<file path="src/rtl/bram_master_pkg.sv">
// Shared types and constants for the block-RAM burst master and its read FIFO.
package bram_master_pkg;

  typedef enum logic [1:0] {
    IDLE  = 2'd0,
    WRITE = 2'd1,
    READ  = 2'd2,
    DRAIN = 2'd3
  } state_t;

  localparam int FIFO_DEPTH = 2;
  localparam int FIFO_CNT_W = $clog2(FIFO_DEPTH + 1);
  localparam int FIFO_IDX_W = $clog2(FIFO_DEPTH);

endpackage

</file>
<file path="src/rtl/bram_burst_master_rd_skid_fifo.sv">
// Two-entry FIFO that catches registered RAM read data ahead of the read stream.
module rd_skid_fifo
  import bram_master_pkg::*;
#(
  parameter int DATA = 8
) (
  input  logic                  clk,
  input  logic                  nRESET,
  input  logic                  push,
  input  logic                  pop,
  input  logic [DATA-1:0]       din,
  output logic [DATA-1:0]       head,
  output logic                  full,
  output logic                  empty,
  output logic [FIFO_CNT_W-1:0] count
);

  logic [DATA-1:0]       mem [FIFO_DEPTH];
  logic [FIFO_IDX_W-1:0] wr_idx;
  logic [FIFO_IDX_W-1:0] rd_idx;
  logic                  do_push;
  logic                  do_pop;

  assign empty   = (count == '0);
  assign full    = (count == FIFO_CNT_W'(FIFO_DEPTH));
  assign do_pop  = pop & ~empty;
  assign do_push = push & (~full | do_pop);
  assign head    = mem[rd_idx];

  always_ff @(posedge clk or negedge nRESET) begin
    if (!nRESET) begin
      for (int i = 0; i < FIFO_DEPTH; i++) mem[i] <= '0;
      wr_idx <= '0;
      rd_idx <= '0;
      count  <= '0;
    end else begin
      if (do_push) begin
        mem[wr_idx] <= din;
        wr_idx      <= wr_idx + FIFO_IDX_W'(1);
      end
      if (do_pop) rd_idx <= rd_idx + FIFO_IDX_W'(1);
      if (do_push && !do_pop)      count <= count + FIFO_CNT_W'(1);
      else if (do_pop && !do_push) count <= count - FIFO_CNT_W'(1);
    end
  end

endmodule

</file>
<file path="src/rtl/bram_burst_master.sv">
// Turns one {addr, len, dir} command into a burst on a block-RAM port,
// with data carried over valid/ready streams.
//
// state | meaning
// IDLE  | waiting for a command, cmd_ready high
// WRITE | one RAM write per accepted write-data word
// READ  | issuing reads while the FIFO has room
// DRAIN | all reads issued, emptying FIFO to the consumer
module bram_burst_master
  import bram_master_pkg::*;
#(
  parameter int DATA = 8,
  parameter int ADDR = 15
) (
  input  logic            clk,
  input  logic            nRESET,
  input  logic            cmd_valid,
  output logic            cmd_ready,
  input  logic            cmd_wr,
  input  logic [ADDR-1:0] cmd_addr,
  input  logic [ADDR-1:0] cmd_len,
  input  logic            wd_valid,
  output logic            wd_ready,
  input  logic [DATA-1:0] wd_data,
  output logic            rd_valid,
  input  logic            rd_ready,
  output logic [DATA-1:0] rd_data,
  output logic            busy,
  output logic            done,
  output logic            m_en,
  output logic            m_wr,
  output logic [ADDR-1:0] m_addr,
  output logic [DATA-1:0] m_din,
  input  logic [DATA-1:0] m_dout
);

  state_t                state, state_nx;
  logic [ADDR-1:0]       ptr, remaining;
  logic                  inflight, done_q, finish;
  logic                  accept, last_word, rd_pop, room, issue_wr, issue_rd;
  logic [DATA-1:0]       fifo_head;
  logic                  fifo_full, fifo_empty;
  logic [FIFO_CNT_W-1:0] fifo_count;

  assign accept    = cmd_valid & cmd_ready;
  assign last_word = (remaining == '0);
  assign rd_pop    = rd_valid & rd_ready;
  // A word popped this cycle frees its slot, so a steady consumer sees one word per cycle.
  assign room      = rd_pop | (~fifo_full & ~(inflight & ~fifo_empty));
  assign issue_wr  = (state == WRITE) & wd_valid;
  assign issue_rd  = (state == READ) & room;

  always_comb begin
    state_nx = state;
    finish   = 1'b0;
    case (state)
      IDLE:  if (accept) state_nx = cmd_wr ? WRITE : READ;
      WRITE: if (issue_wr && last_word) begin
               state_nx = IDLE;
               finish   = 1'b1;
             end
      READ:  if (issue_rd && last_word) state_nx = DRAIN;
      DRAIN: if (!inflight && fifo_count == FIFO_CNT_W'(1) && rd_pop) begin
               state_nx = IDLE;
               finish   = 1'b1;
             end
      default: state_nx = IDLE;
    endcase
  end

  always_ff @(posedge clk or negedge nRESET) begin
    if (!nRESET) state <= IDLE;
    else         state <= state_nx;
  end

  always_ff @(posedge clk or negedge nRESET) begin
    if (!nRESET) begin
      ptr       <= '0;
      remaining <= '0;
      inflight  <= 1'b0;
      done_q    <= 1'b0;
    end else begin
      if (accept) begin
        ptr       <= cmd_addr;
        remaining <= cmd_len;
      end else if (issue_wr || issue_rd) begin
        ptr       <= ptr + ADDR'(1);
        remaining <= remaining - ADDR'(1);
      end
      inflight <= issue_rd;
      done_q   <= finish;
    end
  end

  rd_skid_fifo #(.DATA(DATA)) u_fifo (
    .clk    (clk),
    .nRESET (nRESET),
    .push   (inflight),
    .pop    (rd_pop),
    .din    (m_dout),
    .head   (fifo_head),
    .full   (fifo_full),
    .empty  (fifo_empty),
    .count  (fifo_count)
  );

  assign cmd_ready = (state == IDLE);
  assign busy      = ~cmd_ready;
  assign wd_ready  = (state == WRITE);
  assign m_en      = issue_wr | issue_rd;
  assign m_wr      = issue_wr;
  assign m_addr    = ptr;
  assign m_din     = issue_wr ? wd_data : '0;
  assign rd_valid  = ~fifo_empty;
  assign rd_data   = fifo_head;
  assign done      = done_q;

endmodule

</file>
<file path="config.mk">
export PLATFORM = sky130hd
export DESIGN_NAME = bram_burst_master
export DESIGN_NICKNAME = d
export VERILOG_FILES = /design/src/rtl/bram_master_pkg.sv /design/src/rtl/bram_burst_master_rd_skid_fifo.sv /design/src/rtl/bram_burst_master.sv
export SDC_FILE = /design/constraint.sdc
export NUM_CORES = 1
export LEC_CHECK = 0
export ABC_CLOCK_PERIOD_IN_PS = 2000
export BUFFER_PORTS_ARGS = -buffer_cell sky130_fd_sc_hd__clkbuf_2
export CAP_MARGIN = 15
export CORE_MARGIN = 3
export CORE_UTILIZATION = 47
export DETAILED_ROUTE_END_ITERATION = 10
export PLACE_DENSITY = 0.85
export SYNTH_ARGS = -nofsm -noshare
export SYNTH_HDL_FRONTEND = slang
export SYNTH_SLANG_ARGS = --single-unit
</file>
<file path="constraint.sdc">
create_clock -name clk -period 2 [get_ports clk]
set_input_delay 0 -clock clk [delete_from_list [all_inputs] [get_ports clk]]
set_output_delay 0 -clock clk [all_outputs]
set_load 0.02 [all_outputs]
</file>
Word-level counts from Yosys, hierarchy flattened
Index checks and enable logic that the tools add are counted.
- output and inout port bits: 38
- bits of input ports: 52
- word-level logic and storage cells: 84
- flip-flop bits (word level): 54
- equal/unequal tests: 9
- $lt $le $gt $ge: 3
- bitwise operators: 17
- $add $sub $neg: 6
- reduce and logical (&&, ||, !) cells: 17
- multiplexer cells: 22
- operator list (kind ; count):
    $mux 15 ; 4
    $mux 8 ; 5
    $bwmux 16 ; 1
    $add 15x1->15 const B ; 1
    $logic_not 15->1 ; 1
    $sub 15x1->15 const B ; 1
    $mux 2 ; 7
    $and 1x1->1 ; 8
    $demux 8 s1 ; 1
    $pmux 2 s4 ; 1
    $logic_and 1x1->1 ; 7
    $eq 2x2->1 const B ; 3
    $ne 2x1->1 const B ; 3
    $eq 2x1->1 const B ; 2
    $ge 2x2->1 const B ; 2
    $logic_not 2->1 ; 2
    $not 1->1 ; 4
    $not 1->2 ; 2
    $reduce_and 4->1 ; 1
    $reduce_bool 2->1 ; 2
    $logic_not 1->1 ; 3
    $or 1x1->1 ; 3
    $add 1x1->1 const B ; 2
    $add 2x1->2 const B ; 1
    other kinds (6) ; 7

Depth between registers and ports, before layout
- word-level depth: 10
- gate-level depth with buffers: 9
- gate-level depth less buffers: 8

Modules after synthesis
From an unflattened synthesis, not the netlist that was laid out.
- cells, all modules: 293
- area, all modules: 2907.8 µm²
- by module, submodules not included (module ; instances ; cells an instance ; area an instance (µm²) ; seq. area each (µm²)):
    bram_burst_master ; 1 ; 233 ; 2010.7 ; 850.8
    rd_skid_fifo ; 1 ; 60 ; 897.1 ; 500.5

Worst setup path before layout
No wires, ideal clock.
- path kind: register to register
- start: register u_fifo.count[0]
- end: register remaining[8]
- stages on the path, launching flop included: 9
- period minus slack after synthesis: 1.996 ns
- data arrival time: 1.870 ns
- slack: 0.004 ns
- buffers on the path: 1
- cells stage by stage: dfrtp_1 inv_1 ha_1 nor2b_2 inv_2 a32o_2 buf_6 o311a_1 a221o_1
- word-level cells in the longest chain between the ends: 9
- RTL lines (what ; line ; text):
    from (decl) ; bram_burst_master_rd_skid_fifo.sv:15 ; output logic [FIFO_CNT_W-1:0] count
    from (signal assigned) ; bram_burst_master_rd_skid_fifo.sv:42 ; if (do_push && !do_pop) count <= count + FIFO_CNT_W'(1);
    from (signal assigned) ; bram_burst_master_rd_skid_fifo.sv:43 ; else if (do_pop && !do_push) count <= count - FIFO_CNT_W'(1);
    $logic_not 2->1 ; bram_burst_master_rd_skid_fifo.sv:24 ; assign empty = (count == '0);
    $not 1->1 ; bram_burst_master.sv:49, bram_burst_master.sv:114 ;
    $and 1x1->1 ; bram_burst_master.sv:49 ; assign room = rd_pop | (~fifo_full & ~(inflight & ~fifo_empty));
    $not 1->1 ; bram_burst_master.sv:49 ;
    $and 1x1->1 ; bram_burst_master.sv:49 ;
    $or 1x1->1 (*) ; bram_burst_master.sv:49 ;
    $and 1x1->1 (*) ; bram_burst_master.sv:51 ; assign issue_rd = (state == READ) & room;
    $logic_or 1x1->1 (*) ; bram_burst_master.sv:86 ; end else if (issue_wr || issue_rd) begin
    $reduce_bool 2->1 (no line) (*) ; n/a ;
    to (signal assigned) ; bram_burst_master.sv:85 ; remaining <= cmd_len;
    to (signal assigned) ; bram_burst_master.sv:88 ; remaining <= remaining - ADDR'(1);
    to (decl) ; bram_burst_master.sv:38 ; logic [ADDR-1:0] ptr, remaining;
Every way passes the cells marked *; elsewhere a longest branch is shown, timed or not.
A chain may end at the register's enable or synchronous reset.

Worst setup path in the final report
- start: register u_fifo.count[0]
- end: register ptr[7], in the netlist m_addr[7]
- word-level cells in the longest chain between the ends: 9
- RTL lines (what ; line ; text):
    $logic_not 2->1 ; bram_burst_master_rd_skid_fifo.sv:24 ;
    $not 1->1 ; bram_burst_master.sv:49, bram_burst_master.sv:114 ;
    $and 1x1->1 ; bram_burst_master.sv:49 ;
    $not 1->1 ; bram_burst_master.sv:49 ;
    $and 1x1->1 ; bram_burst_master.sv:49 ;
    $or 1x1->1 (*) ; bram_burst_master.sv:49 ;
    $and 1x1->1 (*) ; bram_burst_master.sv:51 ;
    $logic_or 1x1->1 (*) ; bram_burst_master.sv:86 ;
    $reduce_bool 2->1 (no line) (*) ; n/a ;
    to (signal assigned) ; bram_burst_master.sv:84 ; ptr <= cmd_addr;
    to (signal assigned) ; bram_burst_master.sv:87 ; ptr <= ptr + ADDR'(1);
    to (decl) ; bram_burst_master.sv:38 ;
Marks and branches as above.

==> flow_metrics.env <==
export IMPL_synth_common_cells="54 x dfrtp_1, 29 x nand2_1, 24 x mux2_2, 24 x nor2_1, 16 x a31oi_1"
export IMPL_fin_area_mm2=0.00429
export IMPL_fin_util_pct=70.4
export IMPL_rsz0062_at_grt="true"
export IMPL_period_share_pct=100
export IMPL_die_area_mm2=0.00745
export IMPL_hold_path_class="in -> reg"
export IMPL_fin_ws_ns=-0.00446
export IMPL_violations="setup timing"
export IMPL_grt_use_total_pct=23.6
export IMPL_yosys_area_top_type="dfrtp_1"
export IMPL_ys_seq_area_share_pct=44.6
export IMPL_drt_iter0_drc=266
export IMPL_die_w_um=86.3
export IMPL_slew_headroom_pct=59.8
export IMPL_via_per_inst=5.74
export IMPL_worst_slew_pin_slew_ns=0.603
export IMPL_place_congestion=0.901
export IMPL_coreArea_mm2=0.00610
export IMPL_grt_first_pass_wirelength_um=14200
export IMPL_status="finished, violations left"
export IMPL_yosysMostFrequentCell="dfrtp_1"
export IMPL_wl_per_cell_um=16.2
export IMPL_cts_tree="built"
export IMPL_clockRootBuffer="clkbuf_8"
export IMPL_synth_top_area_share_pct=44.6
export IMPL_start_kind="flip-flop"
export IMPL_crit_fanout=6
export IMPL_areaGrowthSynthToFinish_pct=41.4
export IMPL_hold_viol=0
export IMPL_port_buffers=89
export IMPL_syn_inst=309
export IMPL_drt_total_wl_um=8690
export IMPL_std_cell_rows=28
export IMPL_fin_worst_skew_ns=0.0111
export IMPL_dieHeight_um=86.3
export IMPL_post_route_drc_count=0
export IMPL_max_freq_mhz=499
export IMPL_synthFlopType="dfrtp_1"
export IMPL_dp_slack_ns=-0.0623
export IMPL_cp_arrival_ns=2.19
export IMPL_netlist_area_mm2=0.00303
export IMPL_synthesis_nets=367
export IMPL_drive_above_1_share_pct=36.9
export IMPL_cts_buffer_depth=2
export IMPL_clk_pin_slew_ns=0.10
export IMPL_finalMaxSlewViolations=0
export IMPL_p_leak_uw=0.00195
export IMPL_crit_type="reg -> reg"
export IMPL_synth_area_leaders="dfrtp_1 45%, mux2_2 8.9%, nand2_1 3.6%"
export IMPL_grt_antenna_before_repair=0
export IMPL_start_util_pct=49.8
export IMPL_crit_required_ns=2.18
export IMPL_ys_async_sr_fraction_pct=100
export IMPL_nets=518
export IMPL_htree_levels=2
export IMPL_cts_sinks=54
export IMPL_min_period_ns=2.00
export IMPL_avgSynthCellArea_um2=9.82
export IMPL_insertion_delay_ns=0.31
export IMPL_grt_max_degree=34
export IMPL_diodes=0
export IMPL_drv_cap=0
export IMPL_hpwl_um=5800
export IMPL_grt_pass1_vias=3134
export IMPL_num_vias=3074
export IMPL_critPathCaptureType="flip-flop"
export IMPL_fillers=454
export IMPL_timing_hold_ws_ns=0.0183
export IMPL_grt_overflow=0
export IMPL_antenna_left=0
export IMPL_drtPass1Iterations=4
export IMPL_vdd_drop_max_mv=0.901
export IMPL_ys_warn_count=0
export IMPL_ys_seq_elements=54
export IMPL_postPlaceCellArea_mm2=0.00372
export IMPL_synth_edf_count=0
export IMPL_ioPinCount=90
export IMPL_cts_buffers_inserted=5
export IMPL_setup_violations_final=1
export IMPL_p_per_area_mw_per_mm2=1500
export IMPL_ys_types=55
-- metrics by stage --
stage	instances	total power, µW	TNS (ns)
floorplan	309	4270	0
global placement	486	5300	0
detailed placement	486	5440	-0.442
CTS	533	6230	0
global route	536	6880	-0.0656
finish	536	6420	-0.00446
-- metal layers --
| layer | part of all wire [%] | GRT usage, % |
|---|---|---|
| met5 | 0 | 0 |
| met4 | 1.7 | 6.80 |
| met3 | 6.1 | 4.28 |
| met2 | 53 | 43.0 |
| met1 | 39 | 28.2 |
-- flip-flops by register name, indices dropped and copies added, names as in the netlist --
register	cells
remaining	15
u_fifo.rd_idx	1
m_addr	15
done	1
u_fifo.count	2
inflight	1
u_fifo.wr_idx	1
u_fifo.mem	16
state	2
-- worst max-delay path: stages (launching register included) --
cell and delay, ns:
dfrtp_1 0.40, buf_6 0.13, mux2_4 0.32, a32o_4 0.36, buf_6 0.13, buf_4 0.12, o31ai_1 0.27, a31oi_1 0.13
-- timing repair --
| item | 4_1_cts | 5_1_grt |
|---|---|---|
| setup endpoints to repair | 12 | 26 |
| gates cloned | 2 | 0 |
| pin swaps | 3 | 10 |
| hold endpoints to repair | 65 | 0 |
| buffers inserted | 0 | 3 |
| resized for setup | 4 | 12 |
| hold buffers | 37 | 0 |
-- final timing paths --
kind / start / slack (ns) / cells past startpoint / endpoint
min reg2reg: u_fifo.mem[11] / 0.51 / 1 / u_fifo.mem[11]
max: u_fifo.count[0] / -0.004 / 7 / m_addr[7]
min in group asynchronous: nRESET / 0.22 / 2 / u_fifo.mem[8]
min: cmd_addr[11] / 0.02 / 3 / m_addr[11]
max in group asynchronous: nRESET / 1.19 / 3 / remaining[7]
max reg2reg: u_fifo.count[0] / -0.004 / 7 / m_addr[7]
-- layout by cell type (no fill, tap or decap), types with 6 or more instances in the layout --
| master | count |
|---|---|
| a21oi_1 | 6 |
| a31oi_1 | 16 |
| and3_1 | 10 |
| buf_4 | 26 |
| clkbuf_2 | 88 |
| dfrtp_1 | 54 |
| dlygate4sd3_1 | 37 |
| inv_1 | 9 |
| mux2_2 | 24 |
| nand2_1 | 28 |
| nand4_1 | 6 |
| nor2_1 | 24 |
| nor3_1 | 6 |
| nor4_1 | 6 |
| o21ai_0 | 13 |
| o31ai_1 | 8 |
| or3_1 | 7 |
| or4_1 | 9 |
-- layout make-up --
type	instances	area (µm²)	share of cell area (%)
multi-input combinational	232	1640	38.3
sequential	54	1350	31.5
timing repair buffer	155	1060	24.7
tap	75	93.8	2.19
clock buffer	5	68.8	1.60
inverter	12	50.0	1.17
clock inverter	3	21.3	0.496
-- kinds of logic (layout without fill, tap and decap cells) --
logic type | count (synthesis) | after routing | synth area share [%]
AND/OR/NAND/NOR | 120 | 120 | 21.6
AO/OA/AOI/OAI | 73 | 75 | 16.9
flip-flops | 54 | 54 | 44.6
multiplexers | 25 | 25 | 9.41
buffers and inverters | 25 | 175 | 3.38
adder cells (fa/ha/maj) | 6 | 6 | 2.48
XOR/XNOR | 6 | 6 | 1.73
-- report_power, final --
| group | internal, µW | total [µW] | switching (µW) | leakage, µW |
|---|---|---|---|---|
| logic | 1670 | 3610 | 1940 | 0.00127 |
| clock network | 247 | 618 | 371 | 0.0000441 |
| registers | 1630 | 2200 | 568 | 0.000632 |
| total | 3540 | 6420 | 2880 | 0.00195 |
(Power assumes the default switching activity.)
